## config.mk

```make
export PLATFORM = sky130hd
export DESIGN_NAME = instruction_fetch_unit
export DESIGN_NICKNAME = d
export VERILOG_FILES = /design/src/rtl/legv8_pkg.sv /design/src/rtl/pc_next_mux.sv /design/src/rtl/instruction_fetch_unit.sv
export SDC_FILE = /design/constraint.sdc
export NUM_CORES = 1
export LEC_CHECK = 0
export ABC_AREA = 0
export CAP_MARGIN = 20
export CELL_PAD_IN_SITES_DETAIL_PLACEMENT = 0
export CELL_PAD_IN_SITES_GLOBAL_PLACEMENT = 2
export CORE_UTILIZATION = 36
export CTS_BUF_LIST = sky130_fd_sc_hd__clkbuf_16
export DETAILED_ROUTE_END_ITERATION = 16
export DONT_BUFFER_PORTS = 1
export GPL_TIMING_DRIVEN = 0
export PLACE_DENSITY_LB_ADDON = 0.1
export SLEW_MARGIN = 5
export SYNTH_ARGS = -nofsm -noshare
export SYNTH_HDL_FRONTEND = slang
export SYNTH_SLANG_ARGS = --single-unit
```

## constraint.sdc

```tcl
create_clock -name clock -period 3.5 [get_ports clock]
set_clock_uncertainty 0.2 [all_clocks]
set_input_delay 0.7 -clock clock [delete_from_list [all_inputs] [get_ports clock]]
set_output_delay 0.7 -clock clock [all_outputs]
set_load 0.05 [all_outputs]
```

## src/rtl/legv8_pkg.sv

```systemverilog
// legv8_pkg: shared encodings for the LEGv8 front end.
`default_nettype none

package legv8_pkg;

  localparam logic [1:0] PS_HOLD   = 2'b00;
  localparam logic [1:0] PS_INC    = 2'b01;
  localparam logic [1:0] PS_BRANCH = 2'b10;
  localparam logic [1:0] PS_JUMP   = 2'b11;

  localparam logic [63:0] LEGV8_RESET_PC = 64'h0;

  typedef enum logic [1:0] {
    ST_IDLE = 2'b00,
    ST_REQ  = 2'b01,
    ST_HOLD = 2'b10
  } fetch_state_e;

endpackage

`default_nettype wire

```

## src/rtl/pc_next_mux.sv

```systemverilog
// pc_next_mux: next-PC selection (hold / +4 / PC-relative / register) and misalign detect.
`default_nettype none

module pc_next_mux
  import legv8_pkg::*;
#(
  parameter int ADDR_W = 64
) (
  input  logic [1:0]        ps_i,
  input  logic [ADDR_W-1:0] pc_i,
  input  logic [ADDR_W-1:0] branch_offset_i,
  input  logic [ADDR_W-1:0] reg_target_i,
  output logic [ADDR_W-1:0] next_pc_o,
  output logic              misalign_o
);

  always_comb begin
    next_pc_o  = pc_i;
    misalign_o = 1'b0;
    case (ps_i)
      PS_INC:    next_pc_o = pc_i + ADDR_W'(4);
      PS_BRANCH: next_pc_o = pc_i + (branch_offset_i << 2);
      PS_JUMP: begin
        // Jump targets are word-aligned by truncation; low bits only flag the fault.
        next_pc_o  = {reg_target_i[ADDR_W-1:2], 2'b00};
        misalign_o = |reg_target_i[1:0];
      end
      default:   next_pc_o = pc_i;
    endcase
  end

endmodule

`default_nettype wire

```

## src/rtl/instruction_fetch_unit.sv

```systemverilog
// instruction_fetch_unit: owns the PC, fetches over a req/ack port and holds the word for the datapath.
`default_nettype none

module instruction_fetch_unit
  import legv8_pkg::*;
#(
  parameter int                ADDR_W   = 64,
  parameter logic [ADDR_W-1:0] RESET_PC = ADDR_W'(LEGV8_RESET_PC)
) (
  input  logic              clock,
  input  logic              reset,
  input  logic [1:0]        PS,
  input  logic [ADDR_W-1:0] branch_offset,
  input  logic [ADDR_W-1:0] reg_target,
  input  logic              advance,
  output logic              imem_req,
  output logic [ADDR_W-1:0] imem_addr,
  input  logic              imem_ack,
  input  logic [31:0]       imem_rdata,
  output logic [31:0]       instr,
  output logic              instr_valid,
  output logic [ADDR_W-1:0] PC,
  output logic [ADDR_W-1:0] PC4,
  output logic              misalign
);

  fetch_state_e      state_q, state_d;
  logic [ADDR_W-1:0] pc_q, pc_d;
  logic [31:0]       instr_q, instr_d;
  logic              valid_q, valid_d;
  logic              misalign_q, misalign_d;

  logic [ADDR_W-1:0] next_pc;
  logic              next_misalign;

  pc_next_mux #(
    .ADDR_W (ADDR_W)
  ) u_pc_next_mux (
    .ps_i            (PS),
    .pc_i            (pc_q),
    .branch_offset_i (branch_offset),
    .reg_target_i    (reg_target),
    .next_pc_o       (next_pc),
    .misalign_o      (next_misalign)
  );

  always_ff @(posedge clock or negedge reset) begin
    if (!reset) begin
      state_q    <= ST_IDLE;
      pc_q       <= RESET_PC;
      instr_q    <= 32'h0;
      valid_q    <= 1'b0;
      misalign_q <= 1'b0;
    end else begin
      state_q    <= state_d;
      pc_q       <= pc_d;
      instr_q    <= instr_d;
      valid_q    <= valid_d;
      misalign_q <= misalign_d;
    end
  end

  always_comb begin
    state_d    = state_q;
    pc_d       = pc_q;
    instr_d    = instr_q;
    valid_d    = valid_q;
    misalign_d = misalign_q;
    case (state_q)
      ST_IDLE: state_d = ST_REQ;
      ST_REQ: begin
        if (imem_ack) begin
          instr_d = imem_rdata;
          valid_d = 1'b1;
          state_d = ST_HOLD;
        end
      end
      ST_HOLD: begin
        // PS=HOLD with advance is a halt: the word stays valid and no fetch starts.
        if (advance && (PS != PS_HOLD)) begin
          pc_d       = next_pc;
          valid_d    = 1'b0;
          misalign_d = misalign_q | next_misalign;
          state_d    = ST_REQ;
        end
      end
      default: state_d = ST_IDLE;
    endcase
  end

  assign imem_req    = (state_q == ST_REQ);
  assign imem_addr   = pc_q;
  assign instr       = instr_q;
  assign instr_valid = valid_q;
  assign PC          = pc_q;
  assign PC4         = pc_q + ADDR_W'(4);
  assign misalign    = misalign_q;

endmodule

`default_nettype wire

```

==> flow_metrics.tcl <==
set metrics [dict create \
    drv_cap 0 \
    status "finished with violations" \
    drt-pass1-iter-count 5 \
    htree_levels 3 \
    swShare 0.6273 \
    ys_seq_area_frac 0.2355 \
    die_y_um 172.1 \
    clk_latency_ps 380 \
    worst_path_max_delay_cell "dfrtp_4" \
    p_clk_frac 0.079 \
    drc 0 \
    drive_gt1_frac 0.3283 \
    synth_edf_count 0 \
    multi_input_area_mm2 0.008731 \
    crit_family "simple AND/OR/NAND/NOR gates" \
    grt_max_degree 99 \
    final_cells 1830 \
    initial_core_util 0.3708 \
    cts_buffers 9 \
    yosysWarnings 0 \
    max_stage_delay_ps 670 \
    clock_sinks 98 \
    placed_area_mm2 0.01131 \
    placed_cells_incl_taps 1736 \
    final_core_util 0.4962 \
    grtUsageTotal 0.3106 \
    seq_area_mm2 0.002605 \
    p_per_area_mw_per_mm2 1011 \
    ant_nets 0 \
    whs_ps 23.96 \
    cts.path.max_buffers 2 \
    worstPathMaxFanout 7 \
    grt_pass1_vias 10406 \
    routed_wl_um 47690 \
    io_pins 393 \
    setup_viol 39 \
    p_int_w 0.005251 \
    maxSlewViolCount 0 \
    share_comb_of_total_power 0.598 \
    cts-root-buf "clkbuf_16" \
    core_area_mm2 0.02809 \
    relSlewSlack 0.2880 \
    post-synth-top-count-cell "nand2_1" \
    fin_crit_sh 1.180 \
    place.gp.congestion 0.9390 \
    synthTopCellsByCount "149 x nand2_1, 110 x o21ai_0, 100 x a21oi_1, 98 x dfrtp_1, 93 x nor2_1" \
    placement.io_buffers 0 \
    fin_nets 1671 \
    hold_class "input pin to async pin" \
    dr_total_vias 10830 \
    worst_slack_ps -629.8 \
    synthArstFlopShare 1.000 \
    tightest_slew_ps 1068 \
    grt_setup_unrepaired "true" \
    synth_area_mm2 0.01041 \
    wl_per_cell_um 26.06 \
    seqPwrFrac 0.323 \
    area_growth_pct 33.83 \
    endpoint_kind "primary output" \
    vias_per_cell 5.918 \
    dpl.hpwl_um 35270 \
    worstPathRequired_ps 2600 \
    avgSynthCellArea_um2 7.771 \
    start_kind "flop" \
    finalCriticalPeriod_ps 4130 \
    cp_num_buf_inv 1 \
    die_w_um 172.1 \
    synth.ff_latch_count 98 \
    cp.arrival_ps 3230 \
    antenna_found_initial 3 \
    yosysUniqueCellTypes 74 \
    synth.area.top_cells "dfrtp_1 24%, ha_1 7.4%, xnor2_1 5.6%" \
    drt_iter0_drc 775 \
    die-area_mm2 0.02961 \
    fmax_ghz 0.2421 \
    cts_tree "done" \
    num-fill-cells 2807 \
    yosys_most_used_dff "dfrtp_1" \
    violations "negative setup slack" \
    irDropWorstVdd_mv 0.6376 \
    worstSetupPathType "flop to primary output" \
    p_leak_nw 5.697 \
    design_area_mm2 0.01394 \
    finalHoldViolCount 0 \
    row_count 61 \
    crit_chain "nand3_4 -> nor4_4 -> nand4_1 -> nor4_4 -> buf_4 -> and2_4 -> nand4_1 -> xnor2_4" \
    p_sw_w 0.008839 \
    clkTransAtPathRegs_ps 100 \
    syn_inst 1340 \
    synth_top_area_frac 0.2355 \
    grt_overflow_total 0 \
    grt_pass1_wl_um 66780 \
    synth_top_cell_by_area "dfrtp_1" \
]
kinds of logic (layout without fill, tap and decap cells):
family	count (synthesis)	after routing	share of synthesized area
AND/OR/NAND/NOR	420	420	0.1969
AO/OA/AOI/OAI	419	419	0.2544
buffers and inverters	180	282	0.09215
XOR/XNOR	108	108	0.09083
flip-flops	98	98	0.2355
adder cells (fa/ha/maj)	63	63	0.07641
multiplexers	51	51	0.05347
other	1	11	0.0003601
per-layer routing:
| metal | part of all wire | global-route usage | vias up |
|---|---|---|---|
| met4 | 0.025 | 0.1047 | 0 |
| met1 | 0.42 | 0.3977 | 5366 |
| met2 | 0.48 | 0.5149 | 420 |
| met3 | 0.076 | 0.06752 | 60 |
| li1 | - | - | 4984 |
| met5 | 0 | 0 | - |
cell type report:
| cell class | instances | share of cell area |
|---|---|---|
| plain buffers | 136 | 0.05880 |
| clock inverters | 7 | 0.005835 |
| repair buffers | 98 | 0.06194 |
| flip-flops and latches | 98 | 0.1869 |
| multi-input cells | 1067 | 0.6264 |
| clock buffers | 9 | 0.01616 |
| diodes | 5 | 0.0008977 |
| well taps | 378 | 0.03393 |
| inverters | 32 | 0.009067 |
power by group through the flow:
stage	logic [W]	clock network, W	registers, W
floorplan	0.00624	0	0.00396
global placement	0.00740	0	0.00427
detailed placement	0.00749	0	0.00428
CTS	0.00802	0.00112	0.00446
global route	0.00895	0.00115	0.00467
finish	0.00843	0.00112	0.00455
sequential cells by signal (all words and copies together) (netlist names):
register     count
instr           32
state_q          2
instr_valid      1
PC              62
misalign         1
cells in the final DEF, fill, tap and decap left out, types with 10 or more instances in the layout:
cell,instances
a21oi_1,84
dfrtp_4,34
o21bai_1,20
nor3_1,14
nand4_1,36
nand2_1,141
buf_6,33
nor2_1,76
a21o_1,44
and3_1,14
buf_4,127
dfrtp_2,20
xor2_4,16
nand3_4,14
o21ai_0,100
xnor2_1,34
xor2_1,23
o211ai_1,30
o21ai_1,19
ha_2,10
nor2_4,13
ha_1,46
mux2i_1,14
a21oi_2,13
o21a_1,10
inv_1,29
nand3_1,27
clkbuf_1,50
dfrtp_1,44
xnor2_4,27
mux2_2,36
stage by stage:
step / worst slack [ps] / TNS, ps / power (W)
after floorplan: -98.64 / -284.7 / 0.01020
after global placement: -1104 / -71220 / 0.01167
after detailed placement: -1100 / -68140 / 0.01177
after CTS: -719.5 / -15290 / 0.01361
after global routing: -694.3 / -15680 / 0.01478
final: -629.8 / -13110 / 0.01409
final timing paths:
check                                               to              startpoint  slack [ps]  cells past startpoint
worst min-delay path                PC[13]$_DFFE_PN0P_                   reset          20                      1
worst max register to register      PC[62]$_DFFE_PN0P_      PC[34]$_DFFE_PN0P_        -140                     12
worst max-delay path                           PC4[63]      PC[34]$_DFFE_PN0P_        -630                      8
max in group asynchronous           PC[34]$_DFFE_PN0P_                   reset        2520                      1
min in group clock               instr[20]$_DFFE_PN0P_          imem_rdata[20]         250                      1
worst min register to register  state_q[1]$_DFFE_PN0P_  state_q[0]$_DFFE_PN0P_         360                      1
timing repair:
action | in CTS | in global routing
pin swaps | 53 | 65
setup buffers | 55 | 29
hold endpoints to repair | 98 | 0
gates resized for setup | 263 | 121
hold buffers | 1 | 0
setup endpoints to repair | 110 | 78
No activity file was read; power rests on OpenSTA's default activity.
